$ cat src/rtl/poly_pkg.sv
// Shared types and default sizing for the polynomial
// multiply-subtract engine.
package poly_pkg;
  localparam int CW_DEF = 13;
  localparam int unsigned Q_DEF = 4591;
  localparam int AW_DEF = 11;

  typedef enum logic [1:0] {
    IDLE,
    RUN,
    DRAIN,
    FIN
  } state_t;
endpackage

$ cat src/rtl/mod_mul_q.sv
// Two-stage pipelined modular multiplier, p = a*b mod Q.
// Stage 1 forms the full product, stage 2 reduces it.
module mod_mul_q
  import poly_pkg::*;
#(
  parameter int CW = CW_DEF,
  parameter int unsigned Q = Q_DEF
) (
  input  logic          clk,
  input  logic          rst_n,
  input  logic [CW-1:0] a,
  input  logic [CW-1:0] b,
  output logic [CW-1:0] p
);
  localparam logic [2*CW-1:0] QW = (2*CW)'(Q);

  logic [2*CW-1:0] prodR;

  // product register, then reduction register
  always_ff @(posedge clk or negedge rst_n) begin
    if (!rst_n) begin
      prodR <= '0;
      p     <= '0;
    end else begin
      prodR <= {{CW{1'b0}}, a} * {{CW{1'b0}}, b};
      p     <= CW'(prodR % QW);
    end
  end
endmodule

$ cat src/rtl/poly_msub.sv
// R[i] = N[i] - c*D[i-s] mod Q, streamed from degN down to 0.
// POLY_MSUB_SCALE_EN enables the c multiplier; otherwise R = N - D.
module poly_msub
  import poly_pkg::*;
#(
  parameter int CW = CW_DEF,
  parameter int unsigned Q = Q_DEF,
  parameter int AW = AW_DEF
) (
  input  logic          clk,
  input  logic          rst_n,
  input  logic          start,
  input  logic [AW-1:0] degN,
  input  logic [AW-1:0] degD,
  input  logic [CW-1:0] c,
  output logic [AW-1:0] addrN,
  output logic [AW-1:0] addrD,
  input  logic [CW-1:0] dataN,
  input  logic [CW-1:0] dataD,
  output logic [AW-1:0] wr_addr,
  output logic [CW-1:0] wr_data,
  output logic          we,
  output logic          busy,
  output logic          done,
  output logic [AW-1:0] deg,
  output logic          zero,
  output logic          err
);
  localparam logic [CW-1:0] QC = CW'(Q);

  state_t state, nextState;

  logic          accept, bad, lastWr, found;
  logic [AW-1:0] iCnt, sR;
  logic          vldA, zA, vldB, vldC;
  logic [AW-1:0] idxA, idxB, idxC;
  logic [CW-1:0] nB, nC, dOp, pC, fix;
  logic [CW:0]   diff;

  assign accept = (state == IDLE) && start;
  assign bad    = degD > degN;
  assign addrN  = iCnt;
  assign addrD  = (iCnt >= sR) ? iCnt - sR : '0;
  assign lastWr = vldC && (idxC == '0);

  // state register
  always_ff @(posedge clk or negedge rst_n) begin
    if (!rst_n) state <= IDLE;
    else        state <= nextState;
  end

  // next state, busy and done
  always_comb begin
    nextState = state;
    busy      = 1'b0;
    done      = 1'b0;
    unique case (state)
      IDLE: begin
        if (start) nextState = bad ? DRAIN : RUN;
      end
      RUN: begin
        busy = 1'b1;
        if (iCnt == '0) nextState = DRAIN;
      end
      DRAIN: begin
        busy = 1'b1;
        if (err || lastWr) nextState = FIN;
      end
      FIN: begin
        done      = 1'b1;
        nextState = IDLE;
      end
      default: nextState = IDLE;
    endcase
  end

  // command latch, index counter and result degree tracking
  always_ff @(posedge clk or negedge rst_n) begin
    if (!rst_n) begin
      iCnt  <= '0;
      sR    <= '0;
      err   <= 1'b0;
      found <= 1'b0;
      deg   <= '0;
      zero  <= 1'b0;
    end else begin
      if (accept) begin
        err   <= bad;
        deg   <= bad ? degN : '0;
        zero  <= 1'b0;
        found <= 1'b0;
        sR    <= bad ? '0 : degN - degD;
        if (!bad) iCnt <= degN;
      end else if (state == RUN && iCnt != '0) begin
        iCnt <= iCnt - 1'b1;
      end
      if (we && !found && wr_data != '0) begin
        found <= 1'b1;
        deg   <= wr_addr;
      end
      if (state == DRAIN && lastWr)
        zero <= !found && (wr_data == '0);
    end
  end

  // index/valid pipeline aligned with read data and product
  always_ff @(posedge clk or negedge rst_n) begin
    if (!rst_n) begin
      vldA <= 1'b0;
      zA   <= 1'b0;
      idxA <= '0;
      vldB <= 1'b0;
      idxB <= '0;
      nB   <= '0;
      vldC <= 1'b0;
      idxC <= '0;
      nC   <= '0;
    end else begin
      vldA <= state == RUN;
      zA   <= iCnt < sR;
      idxA <= iCnt;
      vldB <= vldA;
      idxB <= idxA;
      nB   <= dataN;
      vldC <= vldB;
      idxC <= idxB;
      nC   <= nB;
    end
  end

  assign dOp = zA ? '0 : dataD;

`ifdef POLY_MSUB_SCALE_EN
  logic [CW-1:0] cR;

  // scalar held for the whole run
  always_ff @(posedge clk or negedge rst_n) begin
    if (!rst_n)      cR <= '0;
    else if (accept) cR <= c;
  end

  mod_mul_q #(
    .CW(CW),
    .Q (Q)
  ) uMul (
    .clk  (clk),
    .rst_n(rst_n),
    .a    (cR),
    .b    (dOp),
    .p    (pC)
  );
`else
  logic [CW-1:0] dB;
  logic          unusedC;

  assign unusedC = ^c;

  // two-stage delay standing in for the multiplier
  always_ff @(posedge clk or negedge rst_n) begin
    if (!rst_n) begin
      dB <= '0;
      pC <= '0;
    end else begin
      dB <= dOp;
      pC <= dB;
    end
  end
`endif

  assign diff    = {1'b0, nC} - {1'b0, pC};
  assign fix     = diff[CW-1:0] + QC;
  assign wr_data = diff[CW] ? fix : diff[CW-1:0];
  assign we      = vldC;
  assign wr_addr = idxC;
endmodule
$ cat config.mk
export PLATFORM = sky130hd
export DESIGN_NAME = poly_msub
export DESIGN_NICKNAME = d
export VERILOG_FILES = /design/src/rtl/poly_pkg.sv /design/src/rtl/mod_mul_q.sv /design/src/rtl/poly_msub.sv
export SDC_FILE = /design/constraint.sdc
export NUM_CORES = 1
export LEC_CHECK = 0
export ABC_AREA = 1
export ABC_CLOCK_PERIOD_IN_PS = 4400
export CORE_MARGIN = 10
export CORE_UTILIZATION = 40
export CTS_CLUSTER_DIAMETER = 50
export CTS_CLUSTER_SIZE = 20
export DETAILED_ROUTE_END_ITERATION = 8
export SYNTH_ARGS = -nofsm -noshare
export SYNTH_HDL_FRONTEND = slang
export SYNTH_SLANG_ARGS = --single-unit
$ cat constraint.sdc
create_clock -name clk -period 4.4 [get_ports clk]
set_input_delay 0.88 -clock clk [delete_from_list [all_inputs] [get_ports clk]]
set_output_delay 0.88 -clock clk [all_outputs]
set_load 0.005 [all_outputs]
# After elaboration in Yosys (flattened, before gate mapping)
# Index checks and enable logic that the tools add are counted.
[op_classes]
eq_ne = 7
n_reduce_logical = 21
n_mux = 20
addsub = 5
n_lt_le_gt_ge = 3
[ops]
columns = ["op", "count"]
rows = [
  ["$mux 11", 8],
  ["$mux 13", 2],
  ["$logic_not 11->1", 2],
  ["$sub 11x11->11", 2],
  ["$sub 13x13->14", 1],
  ["$add 13x13->13 const B", 1],
  ["$logic_not 13->1", 1],
  ["$reduce_bool 13->1", 1],
  ["$ge 11x11->1", 1],
  ["$gt 11x11->1", 1],
  ["$lt 11x11->1", 1],
  ["$reduce_bool 11->1", 1],
  ["$sub 11x1->11 const B", 1],
  ["$mux 2", 4],
  ["$ne 2x2->1 const B", 4],
  ["$pmux 2 s4", 1],
  ["$logic_and 1x1->1", 7],
  ["$reduce_bool 2->1", 3],
  ["$mux 1", 5],
  ["$eq 2x2->1 const B", 2],
  ["$reduce_and 3->1", 1],
  ["$eq 2x1->1 const B", 1],
  ["$logic_not 2->1", 1],
  ["$reduce_and 2->1", 1],
  ["other kinds (3)", 3],
]
[totals]
output_inout_bits = 62
wordCells = 74
input_bits = 64
regBits = 127

# Depth between registers and ports, before layout
[depth]
ltp_word = 6
ltp_mapped = 24
ltp_nobuf = 23

# Worst setup path after synthesis
# OpenSTA, ideal clock, no wires.
[synth_path]
path_type = "register to output"
from = "register iCnt[1], in the netlist addrN[1]"
to = "output addrD[10]"
path_buffers = 0
path_slack_ns = 1.332
path_stages_with_launch = 14
t_required_ns = 3.520
t_arrival_ns = 2.188
path_cell_list = "dfrtp_1 ha_1 inv_1 o21bai_1 a21oi_1 o21ai_0 nand2_1 nand2_1 a21oi_1 inv_1 a21oi_1 o21bai_1 a31oi_2 nor2_1"
[synth_via]
elab_chain_cells = 2
word_cells_on_any_way = 3
cone_classes = "add/sub: 1; order compare: 1; mux: 1"
[synth_rtl]
columns = ["element", "line", "text"]
rows = [
  ["from (decl)", "poly_msub.sv:34", "logic [AW-1:0] iCnt, sR;"],
  ["from (signal assigned)", "poly_msub.sv:93", "if (!bad) iCnt <= degN;"],
  ["from (signal assigned)", "poly_msub.sv:95", "iCnt <= iCnt - 1'b1;"],
  ["$sub 11x11->11 or $ge 11x11->1 (tied branches)", "poly_msub.sv:43", "assign addrD = (iCnt >= sR) ? iCnt - sR : '0;"],
  ["$mux 11 (*)", "poly_msub.sv:43", ""],
  ["to (decl)", "poly_msub.sv:17", "output logic [AW-1:0] addrD,"],
]
# Mark *: on every way between the ends. The rest lies on a longest branch, timed or not.

# Worst setup path in the final report
[layout_path]
from = "register iCnt[6], in the netlist addrN[6]"
to = "output addrD[7]"
# The elaborated chain is that of the path after synthesis.

==> results.sh <==
export IMPL_drt_iter0_drc=340
export IMPL_setup_tns_ps=0
export IMPL_cts_hold_buf=0
export IMPL_start_util=0.407
export IMPL_wl_mm=16.9
export IMPL_place_worst_setup_slack_ps=488
export IMPL_hpwl_mm=13.2
export IMPL_synth_edf_count=0
export IMPL_wl_met2_mm=7.03
export IMPL_ys_types=41
export IMPL_drt_pass1_iterations=6
export IMPL_worst_ep_required_time_ps=3520
export IMPL_start_kind="flip-flop"
export IMPL_nets=1043
export IMPL_ios=126
export IMPL_nFillCells=1554
export IMPL_gr_usage_all_layers=0.155
export IMPL_remaining_drc_errors=0
export IMPL_grt_pass1_wl_mm=27.3
export IMPL_tightest_slew_ps=861
export IMPL_clock_sinks=127
export IMPL_clk_pin_slew_worst_paths_ps=60
export IMPL_dieWidth_microns=150
export IMPL_via_count=5517
export IMPL_overflow=0
export IMPL_cts_buffers=17
export IMPL_worst_ir_drop_vdd_mv=0.534
export IMPL_cts_root_buf="clkbuf_16"
export IMPL_portBuffers=112
export IMPL_htree_levels=4
export IMPL_met3_length_mm=1.23
export IMPL_slew_viol_final=0
export IMPL_die_y_microns=150
export IMPL_gp_congestion=0.883
export IMPL_synth_warnings=0
export IMPL_syn_inst=804
export IMPL_crit_type="reg2out"
export IMPL_synth_async_sr_flop_share=1.00
export IMPL_synth_top_cell_by_area="dfrtp_1"
export IMPL_clk_path_buf_depth=2
export IMPL_synth_main_ff_cell="dfrtp_1"
export IMPL_syn_to_final_growth_pct=30.1
export IMPL_cp_arrival_ps=3260
export IMPL_outcome="complete, no violations"
export IMPL_hold_ws_ps=345
export IMPL_grt_pass1_vias=5251
export IMPL_fmax_mhz=242
export IMPL_period_minus_slack_ps=4140
export IMPL_synth_nets=913
export IMPL_wl_met1_mm=8.44
export IMPL_antenna_cells=0
export IMPL_cts_tree="built"
export IMPL_drive_gt1_frac=0.0866
export IMPL_setup_violations=0
export IMPL_antenna_found_initial=0
export IMPL_maxCapViolCount=0
export IMPL_coreArea_sq_um=16500
export IMPL_via_per_inst=4.73
export IMPL_synth_top_area_share=0.473
export IMPL_yosysMostFrequentCell="nand2_1"
export IMPL_grt_start_max_net_pins=71
export IMPL_maxSlewHeadroom=0.424
export IMPL_hold_path_class="reg2reg"
export IMPL_fin_crit_sh=0.940
export IMPL_clock_latency_ps=420
export IMPL_syn_cell_area_sq_um=6720
export IMPL_highest_layer="met4"
export IMPL_drtAntennaViolNets=0
export IMPL_crit_path_end_kind="primary output"
export IMPL_synth_seq_cells=127
export IMPL_wl_per_cell_microns=14.5
export IMPL_cp_max_fo=7
export IMPL_synth_area_leaders="dfrtp_1, nand2_1, inv_1"
export IMPL_ys_top_cells_by_count="nand2_1, inv_1, dfrtp_1"
export IMPL_syn_area_per_cell_sq_um=8.36
export IMPL_finalClockSkew_ps=9.95
export IMPL_powerDensity_nw_per_um2=737
export IMPL_hold_viol_final=0
export IMPL_ys_seq_area_frac=0.473
export IMPL_core_rowCount=47
export IMPL_rsz0062_at_grt="false"
export IMPL_finalWorstSetupSlack_ps=263
export IMPL_leakage_nw=4.37
export IMPL_dieArea_sq_um=22400
-- critical path, cell delays in order, from the launching register on --
cell,delay [ps]
dfrtp_1,460
ha_1,400
a21oi_1,190
o21a_1,130
o21ai_1,100
nand2_1,80
nand2_1,60
a21oi_1,200
inv_1,60
a21oi_1,130
o21bai_1,130
a31oi_2,210
buf_4,180
nor2_1,40
clkdlybuf4s50_1,460
-- layout by cell type, fill, tap and decap left out, types with 17 or more instances in the layout --
cell             instances
nor2_1                  63
dfrtp_1                127
nand2_1                156
inv_1                  141
a21oi_1                 26
clkdlybuf4s50_1        111
clkbuf_16               17
o21ai_0                 32
ha_1                    42
nand3_1                 83
-- repair_timing --
item	4_1_cts	5_1_grt
setup endpoints to repair	0	10
resized for setup	0	2
setup buffers	0	1
-- report_power, final --
| group | leakage [nW] | internal, W | total, W | switching, W |
|---|---|---|---|---|
| clock | 0.295 | 0.000902 | 0.00145 | 0.000545 |
| sequential | 1.58 | 0.00154 | 0.00178 | 0.000235 |
| combinational | 2.49 | 0.00151 | 0.00322 | 0.00171 |
-- area by class of cell --
| cell class | count | area (sq um) | share of cell area |
|---|---|---|---|
| clock buffers | 18 | 429 | 0.0491 |
| clock inverters | 14 | 181 | 0.0207 |
| inverters | 148 | 556 | 0.0635 |
| multi-input cells | 515 | 2910 | 0.333 |
| flip-flops and latches | 127 | 3180 | 0.363 |
| well taps | 220 | 275 | 0.0315 |
| repair buffers | 125 | 1220 | 0.139 |
-- final timing paths --
path,cells after the start,slack (ps),endpoint,from
worst min-delay path,0,340,nC[7],nB[7]
worst max register to register,20,1090,deg[4],nC[0]
worst max-delay path,14,260,addrD[7],addrN[6]
max in group asynchronous,2,2990,addrN[6],rst_n
worst min register to register,0,340,nC[7],nB[7]
min in group asynchronous,1,570,nB[6],rst_n
-- per-stage QoR --
step	instances	utilization	power (W)	area, sq um
after CTS	1166	0.528	0.00648	8730
after detailed placement	1134	0.491	0.00500	8120
after floorplan	804	-	0.00359	6720
after global placement	1134	0.491	0.00498	8120
final	1167	0.529	0.00645	8740
after global routing	1167	0.529	0.00698	8740
-- cell families (layout without fill, tap and decap cells) --
logic type,after synthesis,count (layout),synth area share
AOI/OAI and AO/OA,96,96,0.0851
xor gates and xnor gates,18,18,0.0235
adders and majority gates,45,45,0.0872
buffers and inverters,162,305,0.0948
DFF,127,127,0.473
and+or+nand+nor,356,356,0.236
-- registers in the layout, summed over array words and instances, names as in the netlist, 13 cells and up --
name and flops:
dB 13, nB 13, nC 13, pC 13
-- per-layer routing --
layer,vias to the layer above,track usage
li1,2823,-
met1,2528,0.224
met5,-,0
met3,16,0.0504
met4,0,0.0476
met2,150,0.212
Power figures use the tool's default switching activity.
